File: src/rtl/fetch_unit_pkg.sv
// Shared pipeline definitions for the fetch stage: redirect codes, fetch states, NOP word.
package fetch_unit_pkg;

  localparam logic [1:0] JB_NONE   = 2'b00;
  localparam logic [1:0] JB_BRANCH = 2'b01;
  localparam logic [1:0] JB_JUMP   = 2'b10;

  localparam logic [31:0] NOP_INSTR = 32'h0000_0000;

  typedef enum logic {REQ, WAIT} fetch_state_e;

  // Redirect targets are forced onto a word boundary.
  function automatic logic [31:0] align_word(logic [31:0] a);
    return a & ~32'h0000_0003;
  endfunction

endpackage

File: src/rtl/fetch_unit_if.sv
// Instruction-memory request/response bus: valid/ready request, in-order rvalid response.
interface fetch_unit_if;
  logic        req;
  logic [31:0] addr;
  logic        ready;
  logic        rvalid;
  logic [31:0] rdata;

  modport master (output req, addr, input ready, rvalid, rdata);
  modport slave  (input req, addr, output ready, rvalid, rdata);
endinterface

File: src/rtl/fetch_skid_buf.sv
// One-entry holding register for a fetched word (and its PC+4) that arrived during a stall.
module fetch_skid_buf (
  input  logic        clk,
  input  logic        reset,
  input  logic        load,
  input  logic        drain,
  input  logic        clear,
  input  logic [31:0] load_instr,
  input  logic [31:0] load_pc4,
  output logic        valid,
  output logic [31:0] instr,
  output logic [31:0] pc4
);

  always_ff @(posedge clk or posedge reset) begin
    if (reset) begin
      valid <= 1'b0;
      instr <= 32'h0;
      pc4   <= 32'h0;
    end else if (clear) begin
      valid <= 1'b0;
    end else if (load) begin
      valid <= 1'b1;
      instr <= load_instr;
      pc4   <= load_pc4;
    end else if (drain) begin
      valid <= 1'b0;
    end
  end

endmodule

File: src/rtl/fetch_unit.sv
// Instruction-fetch stage: PC, single-outstanding imem request FSM, kill flag and IF/ID register.
//   state | meaning
//   REQ   | request imem at pc (held off while the skid buffer is full)
//   WAIT  | one request outstanding, waiting for rvalid
module fetch_unit #(
  parameter logic [31:0] RESET_PC  = 32'h0000_0000,
  parameter logic [31:0] NOP_INSTR = fetch_unit_pkg::NOP_INSTR
) (
  input  logic         clk,
  input  logic         reset,
  input  logic         stall,
  input  logic [1:0]   jb_flag,
  input  logic [31:0]  branch_addr,
  input  logic [31:0]  jump_addr,
  fetch_unit_if.master imem,
  output logic [31:0]  if_id_instr,
  output logic [31:0]  if_id_pc4,
  output logic         if_id_valid
);
  import fetch_unit_pkg::*;

  fetch_state_e state, state_nxt;
  logic [31:0]  pc, fetch_pc4, target, buf_instr, buf_pc4;
  logic         kill, redirect, accept, rsp, deliver, buf_valid;

  assign redirect  = (jb_flag != JB_NONE) && !stall;
  assign target    = align_word((jb_flag == JB_BRANCH) ? branch_addr : jump_addr);
  assign accept    = imem.req && imem.ready;
  assign rsp       = (state == WAIT) && imem.rvalid;
  assign deliver   = rsp && !kill && !redirect;
  assign imem.addr = pc;

  always_comb begin
    state_nxt = state;
    imem.req  = 1'b0;
    unique case (state)
      REQ: begin
        imem.req = !buf_valid && !reset;
        if (!buf_valid && !reset && imem.ready) state_nxt = WAIT;
      end
      WAIT: if (imem.rvalid) state_nxt = REQ;
    endcase
  end

  always_ff @(posedge clk or posedge reset) begin
    if (reset) state <= REQ;
    else       state <= state_nxt;
  end

  always_ff @(posedge clk or posedge reset) begin
    if (reset) begin
      pc        <= RESET_PC;
      fetch_pc4 <= 32'h0;
    end else begin
      if (redirect)    pc <= target;
      else if (accept) pc <= pc + 32'd4;
      if (accept) fetch_pc4 <= pc + 32'd4;
    end
  end

  // A response landing this cycle is already dropped by the redirect, so nothing is left to kill.
  always_ff @(posedge clk or posedge reset) begin
    if (reset)                                    kill <= 1'b0;
    else if (rsp)                                 kill <= 1'b0;
    else if (redirect && (state == WAIT || accept)) kill <= 1'b1;
  end

  fetch_skid_buf u_skid (
    .clk        (clk),
    .reset      (reset),
    .load       (deliver && stall),
    .drain      (!stall),
    .clear      (redirect),
    .load_instr (imem.rdata),
    .load_pc4   (fetch_pc4),
    .valid      (buf_valid),
    .instr      (buf_instr),
    .pc4        (buf_pc4)
  );

  always_ff @(posedge clk or posedge reset) begin
    if (reset) begin
      if_id_instr <= NOP_INSTR;
      if_id_pc4   <= 32'h0;
      if_id_valid <= 1'b0;
    end else if (!stall) begin
      if (redirect) begin
        if_id_valid <= 1'b0;
        if_id_instr <= NOP_INSTR;
      end else if (buf_valid) begin
        if_id_valid <= 1'b1;
        if_id_instr <= buf_instr;
        if_id_pc4   <= buf_pc4;
      end else if (deliver) begin
        if_id_valid <= 1'b1;
        if_id_instr <= imem.rdata;
        if_id_pc4   <= fetch_pc4;
      end else begin
        if_id_valid <= 1'b0;
        if_id_instr <= NOP_INSTR;
      end
    end
  end

endmodule

File: src/flat_wrapper.sv
// flat-port wrapper written by rule: the top's interface ports become plain ports
module fetch_unit_flat import fetch_unit_pkg::*;
#(
  parameter logic [31:0] RESET_PC  = 32'h0000_0000,
  parameter logic [31:0] NOP_INSTR = fetch_unit_pkg::NOP_INSTR
)
  (clk, reset, stall, jb_flag, branch_addr, jump_addr, if_id_instr, if_id_pc4, if_id_valid, imem_req, imem_addr, imem_ready, imem_rvalid, imem_rdata);
  fetch_unit_if imem_i ();
  input  logic clk;
  input  logic reset;
  input  logic stall;
  input  logic [1:0] jb_flag;
  input  logic [31:0] branch_addr;
  input  logic [31:0] jump_addr;
  output logic [31:0] if_id_instr;
  output logic [31:0] if_id_pc4;
  output logic if_id_valid;
  output wire logic [$bits(imem_i.req)-1:0] imem_req;
  output wire logic [$bits(imem_i.addr)-1:0] imem_addr;
  input wire logic [$bits(imem_i.ready)-1:0] imem_ready;
  input wire logic [$bits(imem_i.rvalid)-1:0] imem_rvalid;
  input wire logic [$bits(imem_i.rdata)-1:0] imem_rdata;
  assign imem_req = imem_i.req;
  assign imem_addr = imem_i.addr;
  assign imem_i.ready = imem_ready;
  assign imem_i.rvalid = imem_rvalid;
  assign imem_i.rdata = imem_rdata;
  fetch_unit #(.RESET_PC(RESET_PC), .NOP_INSTR(NOP_INSTR)) u_core (.clk(clk), .reset(reset), .stall(stall), .jb_flag(jb_flag), .branch_addr(branch_addr), .jump_addr(jump_addr), .imem(imem_i), .if_id_instr(if_id_instr), .if_id_pc4(if_id_pc4), .if_id_valid(if_id_valid));
endmodule
File: config.mk
export PLATFORM = sky130hd
export DESIGN_NAME = fetch_unit_flat
export DESIGN_NICKNAME = d
export VERILOG_FILES = /design/src/rtl/fetch_unit_pkg.sv /design/src/rtl/fetch_unit_if.sv /design/src/rtl/fetch_skid_buf.sv /design/src/rtl/fetch_unit.sv /design/src/flat_wrapper.sv
export SDC_FILE = /design/constraint.sdc
export NUM_CORES = 1
export LEC_CHECK = 0
export CORE_ASPECT_RATIO = 0.75
export CORE_MARGIN = 8
export CORE_UTILIZATION = 54
export DETAILED_ROUTE_END_ITERATION = 10
export GPL_TIMING_DRIVEN = 0
export PLACE_DENSITY = 0.86
export SLEW_MARGIN = 20
export SYNTH_ARGS = -nofsm -noshare
export SYNTH_HDL_FRONTEND = slang
export SYNTH_SLANG_ARGS = --single-unit
File: constraint.sdc
create_clock -name clk -period 20.2 [get_ports clk]
set_input_delay 4.04 -clock clk [delete_from_list [all_inputs] [get_ports clk]]
set_output_delay 4.04 -clock clk [all_outputs]
set_load 0.1 [all_outputs]
**Yosys cells after proc, flatten, opt, wreduce, memory -nomap -nowiden**

Cells that the tools add are included.

- Equal/unequal tests: 2
- Reductions and logical operators: 21
- $add $sub $neg: 1
- Bitwise gates (word level): 3
- Muxes and demuxes: 20

Operator list:

| cell | count |
|---|---|
| $mux W32 | 8 |
| $add A32 B3 Y32 const B | 1 |
| $mux W1 | 11 |
| $logic_and A1 B1 Y1 | 9 |
| $reduce_bool A2 Y1 | 4 |
| $logic_not A1 Y1 | 5 |
| $ne A3 B1 Y1 const B | 1 |
| $not A1 Y1 | 3 |
| $reduce_and A3 Y1 | 1 |
| $eq A2 B1 Y1 const B | 1 |
| $pmux W1 S2 | 1 |
| $reduce_and A2 Y1 | 1 |
| $logic_or A1 B1 Y1 | 1 |

- Bits of input ports: 103
- Word-level logic and storage cells: 57
- Output and inout bits: 98
- Register bits: 196

**Logic depth before layout (Yosys ltp)**

Gate-level depths: netlist of the first run.

- Word-level depth: 8
- Depth in mapped cells: 7
- Mapped depth without buffers: 6

**Modules after synthesis**

A second synthesis of the first run with hierarchy kept.

- Cell total of the unflattened synthesis: 810
- Area total of the unflattened synthesis: 9,047.4 µm²

By module, submodules not included:

| module | cells each | instances | area each (µm²) | sequential area each (µm²) |
|---|---|---|---|---|
| fetch_unit | 669 | 1 | 6,302.3 | 3,178.0 |
| fetch_skid_buf | 141 | 1 | 2,745.1 | 1,626.6 |

**Least setup slack after synthesis of the first run**

OpenSTA, ideal clock, no wires.

- Path type: input port to output port
- Start: input reset
- End: output imem_req
- Required time: 16,160 ps
- Setup slack: 10,062 ps
- Path buffers: 0
- Cell stages on the path: 1
- Arrival time: 6,098 ps
- Path through: nor3_1

- Word-level cells in the longest chain between the ends: 3

Ends and longest elaborated chain:

| item | line | text |
|---|---|---|
| start: declaration | flat_wrapper.sv:10 | `input logic reset;` |
| $logic_not A1 Y1 | fetch_unit.sv:38 | `imem.req = !buf_valid && !reset;` |
| $logic_and A1 B1 Y1 | fetch_unit.sv:38 |  |
| $mux W1 | fetch_unit.sv:36 | `unique case (state)` |
| end: declaration | flat_wrapper.sv:18 | `output wire logic [$bits(imem_i.req)-1:0] imem_req;` |

Every way passes these cells.

**Final worst setup path of the first run**

Same ends and word-level chain as after synthesis.

==> summary.md, run 1 <==
| Metric | Value |
|---|---|
| WL/cell | 19.96 µm |
| Final slew viol count | 0 |
| Leak Pwr | 4.569 nW |
| Maximum root-to-sink buffer count | 2 |
| Area delta synth->final | 33.24% |
| Hold Path Class | reg2reg |
| RSZ-0062 raised after global routing | false |
| Core Rows | 40 |
| # DRC | 0 |
| Routed Antenna Nets | 0 |
| Max FO, Critical Path | 3 |
| Ant diodes | 0 |
| Sw frac | 42.06% |
| Setup Skew | 0.008733 ns |
| Pwr Density | 132.6 nW/µm² |
| Vias in the first global route | 7465 |
| Post-synthesis async set-or-reset flop share | 100.0% |
| Largest net degree at the start of global routing | 108 |
| Sequential share of the synthesized area | 55.04% |
| Synth cell types | 36 |
| Worst setup SP type | primary input |
| Starting Density | 54.22% |
| Skew-Pair Late Insertion Delay | 0.43 ns |
| Max Cap Violations | 0 |
| Hold path depth | 2 |
| WS Path Type | in2out |
| CP most frequent cell | clkdlybuf4s50_1 |
| CP peak stage delay | 1.20 ns |
| Cell area after synthesis | 8548 µm² |
| Cell chosen for the clock root | clkbuf_16 |
| Combinational Power Share | 38.8% |
| Detailed placer's ending HPWL | 17930 µm |
| Final Cell Area | 11390 µm² |
| CP cell instances | clkdlybuf4s50_1 > nor3_1 > clkdlybuf4s50_1 |
| Post-DP Area | 10770 µm² |
| Hold_buf cts | 0 |
| Die area | 20150 µm² |
| Cell Int Power | 0.8748 mW |
| Setup Fix Bufs, Post-CTS | 0 |
| Total GRT Usage | 24.82% |
| Number of gates resized after CTS | 0 |
| Sw Pwr | 0.6351 mW |
| CP required | 16.16 ns |
| Via Count | 7096 |
| Initial antenna violation count | 0 |
| Core area | 15770 µm² |
| Sequential share of power | 37.8% |
| Fin crit share | 49.64% |
| GPL Wtd Cong | 0.9183 |
| Worst-Margin Slew | 1.068 ns |
| Setup crit end kind | output port |
| Worst VDD drop | 141.2 µV |
| DIE HEIGHT | 125.0 µm |
| Drt first pass iters | 6 |
| Tmin final | 10.03 ns |
| # IOs | 201 |
| Nets@finish | 1113 |
| CTS tree | built |
| Max frequency | 99.74 MHz |
| CTS sink count | 188 |
| Drt initial violations | 449 |
| Via density | 5.764 |
| Mapped Cells | 795 |
| Cells on worst reg2reg path | 7 |
| Clk pwr share | 23.4% |
| Layout cells sized above 1 | 10.38% |
| Setup-failing EPs final | 0 |
| Critical-path top delay cell | clkdlybuf4s50_1 |
| Port Buffers | 190 |
| Hold Fails Final Rpt | 0 |
| Final Worst Setup Slack | 10.17 ns |
| Synth Area per Inst | 10.75 µm² |
| First-pass GRT wire length | 39900 µm |
| CTS H-tree lvls | 4 |
| Status | finished clean |
| Tot Pwr | 1.510 mW |
| Clk slew on worst S/H paths | 0.07 ns |
| Yosys warning total | 0 |
| Yosys reg bits | 188 |
| GRT Residual Overflow | 0 |
| Top FF cell, synth | dfrtp_1 |
| Total CTS buffers | 17 |
| Slew headroom | 28.60% |
| Pre-CTS setup slack | 10.16 ns |
| Arrival @ worst endpoint | 5.99 ns |
| Die width | 161.3 µm |
| Post-synth EDFFs | 0 |
| Final wirelength | 24570 µm |
| TNS Setup | 0 ns |
-- routing by layer --
metal,global-route usage [%],part of all wire [%],up-vias
met5,0,0,-
met4,9.234,2.3,0
met3,6.393,6.4,40
met2,38.04,46,256
met1,33.51,45,3533
li1,-,-,3267
-- metrics by stage --
stage	hold slack [ns]	util, %	cells
2_1_floorplan	0.4633	-	798
3_3_place_gp	0.4596	68.02	1198
3_5_place_dp	0.4695	68.32	1200
4_1_cts	0.4849	72.25	1231
5_1_grt	0.4963	72.25	1231
6_report	0.4767	72.25	1231
-- sequential cells by signal, indices dropped and copies added, names as in the netlist --
register	flops
u_core.fetch_pc4	30
u_core.u_skid.instr	32
u_core.imem.addr	30
u_core.u_skid.valid	1
u_core.if_id_valid	1
u_core.if_id_pc4	30
u_core.u_skid.pc4	30
u_core.if_id_instr	32
u_core.state	1
u_core.kill	1
-- logic make-up (layout without fill, tap and decap cells) --
kind of cell | Yosys count | count (layout) | synth area share [%]
other | 1 | 4 | 0.04387
XOR/XNOR | 57 | 57 | 5.840
AND/OR/NAND/NOR | 197 | 197 | 10.54
multiplexers | 92 | 92 | 11.68
flip-flops | 188 | 188 | 55.04
adder cells (fa/ha/maj) | 1 | 1 | 0.1463
buffers and inverters | 70 | 293 | 3.264
AO/OA/AOI/OAI | 189 | 189 | 13.45
-- cell usage in the layout (no fill, tap or decap), types with 2 or more instances in the layout --
master,instances
clkdlybuf4s50_1,190
dfrtp_1,188
nand2_1,117
o21ai_0,92
mux2_2,62
clkbuf_1,57
a22oi_1,32
mux2i_1,30
xor2_1,30
a21oi_1,30
a221oi_1,30
xnor2_1,27
nor2_1,17
nand4_1,17
clkbuf_16,17
nand3_1,13
nor3_1,7
nor4_1,5
and4_1,4
inv_1,4
buf_4,4
conb_1,4
bufinv_16,4
buf_1,3
or2_2,3
or4_1,3
clkinv_2,3
clkinv_4,3
or3_1,2
o21bai_1,2
buf_2,2
and3_1,2
o21a_1,2
clkinvlp_4,2
inv_6,2
-- layout make-up --
type,instances,area [µm²]
Inverter,5,26.28
Sequential cell,188,4705
Multi-Input combinational cell,540,3582
Clock inverter,14,193.9
Fill cell,1173,4375
Clock buffer,17,425.4
Buffer,65,260.3
Timing Repair Buffer,192,1934
Tap cell,210,262.8
-- power groups by stage --
| stage | Sequential, mW | Clock (mW) | Combinational [mW] |
|---|---|---|---|
| floorplan | 0.834 | 0 | 0.161 |
| global placement | 0.565 | 0 | 0.575 |
| detailed placement | 0.574 | 0 | 0.586 |
| CTS | 0.569 | 0.356 | 0.589 |
| global route | 0.584 | 0.373 | 0.616 |
| finish | 0.571 | 0.353 | 0.586 |
-- final timing paths --
kind / from / endpoint / slack [ns]
setup / recovery: reset / imem_req / 10.17
hold / removal: u_core.if_id_pc4[20]$_DFFE_PP0P_ / u_core.if_id_pc4[20]$_DFFE_PP0P_ / 0.48
setup reg to reg: u_core.imem.addr[18]$_DFFE_PP0P_ / u_core.imem.addr[21]$_DFFE_PP0P_ / 17.47
hold reg to reg: u_core.if_id_pc4[20]$_DFFE_PP0P_ / u_core.if_id_pc4[20]$_DFFE_PP0P_ / 0.48
max in group asynchronous: reset / u_core.fetch_pc4[4]$_DFFE_PP0P_ / 15.14
min in group asynchronous: reset / u_core.u_skid.instr[29]$_DFFE_PP0P_ / 4.14
-- Yosys cell counts (3+ instances only) --
cell	number	area [µm²]
nor3_1	7	35.03
buf_4	4	30.03
clkbuf_1	57	214.0
a21oi_1	30	150.1
mux2i_1	30	300.3
nor4_1	6	37.54
a221oi_1	30	262.8
and4_1	4	35.03
mux2_2	62	698.2
dfrtp_1	188	4705
xnor2_1	27	236.5
nand4_1	17	106.4
a22oi_1	32	240.2
nand3_1	13	65.06
inv_1	5	18.77
or2_2	3	18.77
o21ai_0	92	460.4
or4_1	3	22.52
nor2_1	17	63.81
xor2_1	30	262.8
nand2_1	117	439.2
buf_1	3	11.26
-- worst max-delay path: cells and delay by family --
| family | cells | cell delay, ns |
|---|---|---|
| simple gates | 1 | 0.22 |
| buf+inv | 2 | 1.72 |
Power figures use the tool's default switching activity.
==> inputs of run 2 (changes only) <==
--- a/config.mk
+++ b/config.mk
@@ -7,10 +7,10 @@
 export LEC_CHECK = 0
 export CORE_ASPECT_RATIO = 0.75
 export CORE_MARGIN = 8
-export CORE_UTILIZATION = 54
+export CORE_UTILIZATION = 50
 export DETAILED_ROUTE_END_ITERATION = 10
 export GPL_TIMING_DRIVEN = 0
-export PLACE_DENSITY = 0.86
+export PLACE_DENSITY = 0.8
 export SLEW_MARGIN = 20
 export SYNTH_ARGS = -nofsm -noshare
 export SYNTH_HDL_FRONTEND = slang
==> constraint.sdc (replaced) <==
create_clock -name clk -period 10.4 [get_ports clk]
set_input_delay 2.08 -clock clk [delete_from_list [all_inputs] [get_ports clk]]
set_output_delay 2.08 -clock clk [all_outputs]
set_load 0.1 [all_outputs]
==> summary.md, run 2 (same netlist as run 1, synthesis figures left out) <==
| Metric | Value |
|---|---|
| Status | finished clean (unchanged) |
| # IOs | 201 (unchanged) |
| Slew headroom | 30.53% (was 28.60%) |
| Via density | 5.640 (was 5.764) |
| GPL Wtd Cong | 0.8840 (was 0.9183) |
| CTS H-tree lvls | 4 (unchanged) |
| Arrival @ worst endpoint | 4.07 ns (was 5.99 ns) |
| Sequential share of power | 38.1% (was 37.8%) |
| Hold Path Class | reg2reg (unchanged) |
| WS Path Type | in2out (unchanged) |
| Vias in the first global route | 7022 (was 7465) |
| Critical-path top delay cell | clkdlybuf4s50_1 (unchanged) |
| DIE HEIGHT | 129.2 µm (was 125.0 µm) |
| Number of gates resized after CTS | 0 (unchanged) |
| Most frequent cells in the layout | clkdlybuf4s50_1 (190), dfrtp_1 (188), nand2_1 (117) (unchanged) |
| Total CTS buffers | 17 (unchanged) |
| Most common cell after layout, fill and taps aside | clkdlybuf4s50_1 (unchanged) |
| Setup-failing EPs final | 0 (unchanged) |
| Pwr Density | 254.2 nW/µm² (was 132.6 nW/µm²) |
| Critical Path Source | reset (unchanged) |
| Area delta synth->final | 33.31% (was 33.24%) |
| Core area | 16770 µm² (was 15770 µm²) |
| Port Buffers | 190 (unchanged) |
| TNS Setup | 0 ns (unchanged) |
| Final Worst Setup Slack | 4.249 ns (was 10.17 ns) |
| Worst setup SP type | primary input (unchanged) |
| Cell Int Power | 1.658 mW (was 0.8748 mW) |
| Biggest regs | u_core.if_id_instr: 32 flops, u_core.u_skid.instr: 32 flops (unchanged) |
| Hold Fails Final Rpt | 0 (unchanged) |
| Layout cells sized above 1 | 10.46% (was 10.38%) |
| Ant diodes | 0 (unchanged) |
| Nets@finish | 1114 (was 1113) |
| Clk slew on worst S/H paths | 0.07 ns (about the same) |
| RSZ-0062 raised after global routing | false (unchanged) |
| CP peak stage delay | 1.22 ns (was 1.20 ns) |
| Leak Pwr | 4.563 nW (was 4.569 nW) |
| Max frequency | 162.6 MHz |
| CP most frequent cell | clkdlybuf4s50_1 (unchanged) |
| Worst-Margin Slew | 1.039 ns (was 1.068 ns) |
| Tmin final | 6.151 ns |
| Fin crit share | 59.15% |
| Crit Reg-Reg Startpoint | u_core.imem.addr[18]$_DFFE_PP0P_ (unchanged) |
| Final slew viol count | 0 (unchanged) |
| CP cell instances | clkdlybuf4s50_1 > nor3_1 > clkdlybuf4s50_1 (unchanged) |
| Clk pwr share | 22.6% (was 23.4%) |
| Setup Skew | 0.007250 ns (was 0.008733 ns) |
| Sw Pwr | 1.239 mW (was 0.6351 mW) |
| Cell chosen for the clock root | clkbuf_16 (unchanged) |
| Worst VDD drop | 231.3 µV (was 141.2 µV) |
| Total GRT Usage | 22.51% (was 24.82%) |
| Largest net degree at the start of global routing | 72 (was 108) |
| CTS sink count | 188 (unchanged) |
| Starting Density | 50.96% (was 54.22%) |
| CTS tree | built (unchanged) |
| Detailed placer's ending HPWL | 17960 µm (was 17930 µm) |
| Routed Antenna Nets | 0 (unchanged) |
| WL/cell | 19.60 µm (was 19.96 µm) |
| Max Cap Violations | 0 (unchanged) |
| Skew-Pair Late Insertion Delay | 0.42 ns (was 0.43 ns) |
| Max FO, Critical Path | 3 (unchanged) |
| Die width | 167.0 µm (was 161.3 µm) |
| CP required | 8.32 ns (was 16.16 ns) |
| Drt first pass iters | 5 (was 6) |
| Final wirelength | 24270 µm (was 24570 µm) |
| Hold_buf cts | 0 (unchanged) |
| Die area | 21580 µm² (was 20150 µm²) |
| # DRC | 0 (unchanged) |
| Pre-CTS setup slack | 4.251 ns (was 10.16 ns) |
| Setup Fix Bufs, Post-CTS | 0 (unchanged) |
| Maximum root-to-sink buffer count | 2 (unchanged) |
| Hold_sp | u_core.if_id_pc4[18]$_DFFE_PP0P_ (was u_core.if_id_pc4[20]$_DFFE_PP0P_) |
| First-pass GRT wire length | 38340 µm (was 39900 µm) |
| Combinational Power Share | 39.3% (was 38.8%) |
| GRT Residual Overflow | 0 (unchanged) |
| Sw frac | 42.77% (was 42.06%) |
| Initial antenna violation count | 0 (unchanged) |
| Setup crit end kind | output port (unchanged) |
| Core Rows | 41 (was 40) |
| Via Count | 6982 (was 7096) |
| Drt initial violations | 620 (was 449) |
-- run 2: layer usage --
layer | part of all wire (%) | up-vias | wire length, µm | GRT usage [%]
li1 | - | 3253 | - | -
met1 | 46 | 3479 | 11070 | 30.22
met2 | 46 | 220 | 11130 | 35.46
met3 | 6.5 | 30 | 1584 | 5.834
met4 | 2.0 | 0 | 486 | 7.132
met5 | 0 | - | 0 | 0
-- run 2: critical path, delay by kind of cell --
family	cells	cell delay [ns]
buffers and inverters	2	1.74
and+or+nand+nor	1	0.24
-- run 2: worst paths after layout --
| check | slack [ns] | end | cells after the start |
|---|---|---|---|
| min reg2reg | 0.48 | u_core.if_id_pc4[18]$_DFFE_PP0P_ | 2 |
| max | 4.25 | imem_req | 3 |
| max reg2reg | 7.57 | u_core.imem.addr[21]$_DFFE_PP0P_ | 7 |
| min in group asynchronous | 2.12 | u_core.state$_DFF_PP0_ | 2 |
| min | 0.48 | u_core.if_id_pc4[18]$_DFFE_PP0P_ | 2 |
| max in group asynchronous | 7.62 | u_core.if_id_pc4[28]$_DFFE_PP0P_ | 3 |
-- run 2: through the flow --
| step | instance area, µm² | hold WS (ns) | util (%) | std cells | total power, mW |
|---|---|---|---|---|---|
| 3_3_place_gp | 10730 | 0.4599 | 63.97 | 1203 | 2.218 |
| 4_1_cts | 11400 | 0.4867 | 67.93 | 1238 | 2.909 |
| 3_5_place_dp | 10800 | 0.4715 | 64.41 | 1206 | 2.252 |
| 2_1_floorplan | 8559 | 0.4633 | - | 798 | 1.933 |
| 6_report | 11400 | 0.4803 | 67.93 | 1238 | 2.896 |
| 5_1_grt | 11400 | 0.5072 | 67.93 | 1238 | 3.022 |
-- run 2: area by class of cell --
cell class | instances | area, µm²
Clock buffer | 18 | 429.2
Clock inverter | 14 | 162.7
Timing Repair Buffer | 193 | 1962
Tap cell | 215 | 269.0
Inverter | 5 | 26.28
Multi-Input combinational cell | 540 | 3582
Buffer | 65 | 260.3
Fill cell | 1301 | 5379
Sequential cell | 188 | 4705
-- run 2: power groups by stage --
stage          sequential [mW]  combinational [mW]  clock (mW)
2_1_floorplan             1.62               0.314           0
3_3_place_gp              1.10                1.12           0
3_5_place_dp              1.11                1.14           0
4_1_cts                   1.10                1.15       0.660
5_1_grt                   1.13                1.20       0.692
6_report                  1.10                1.14       0.654
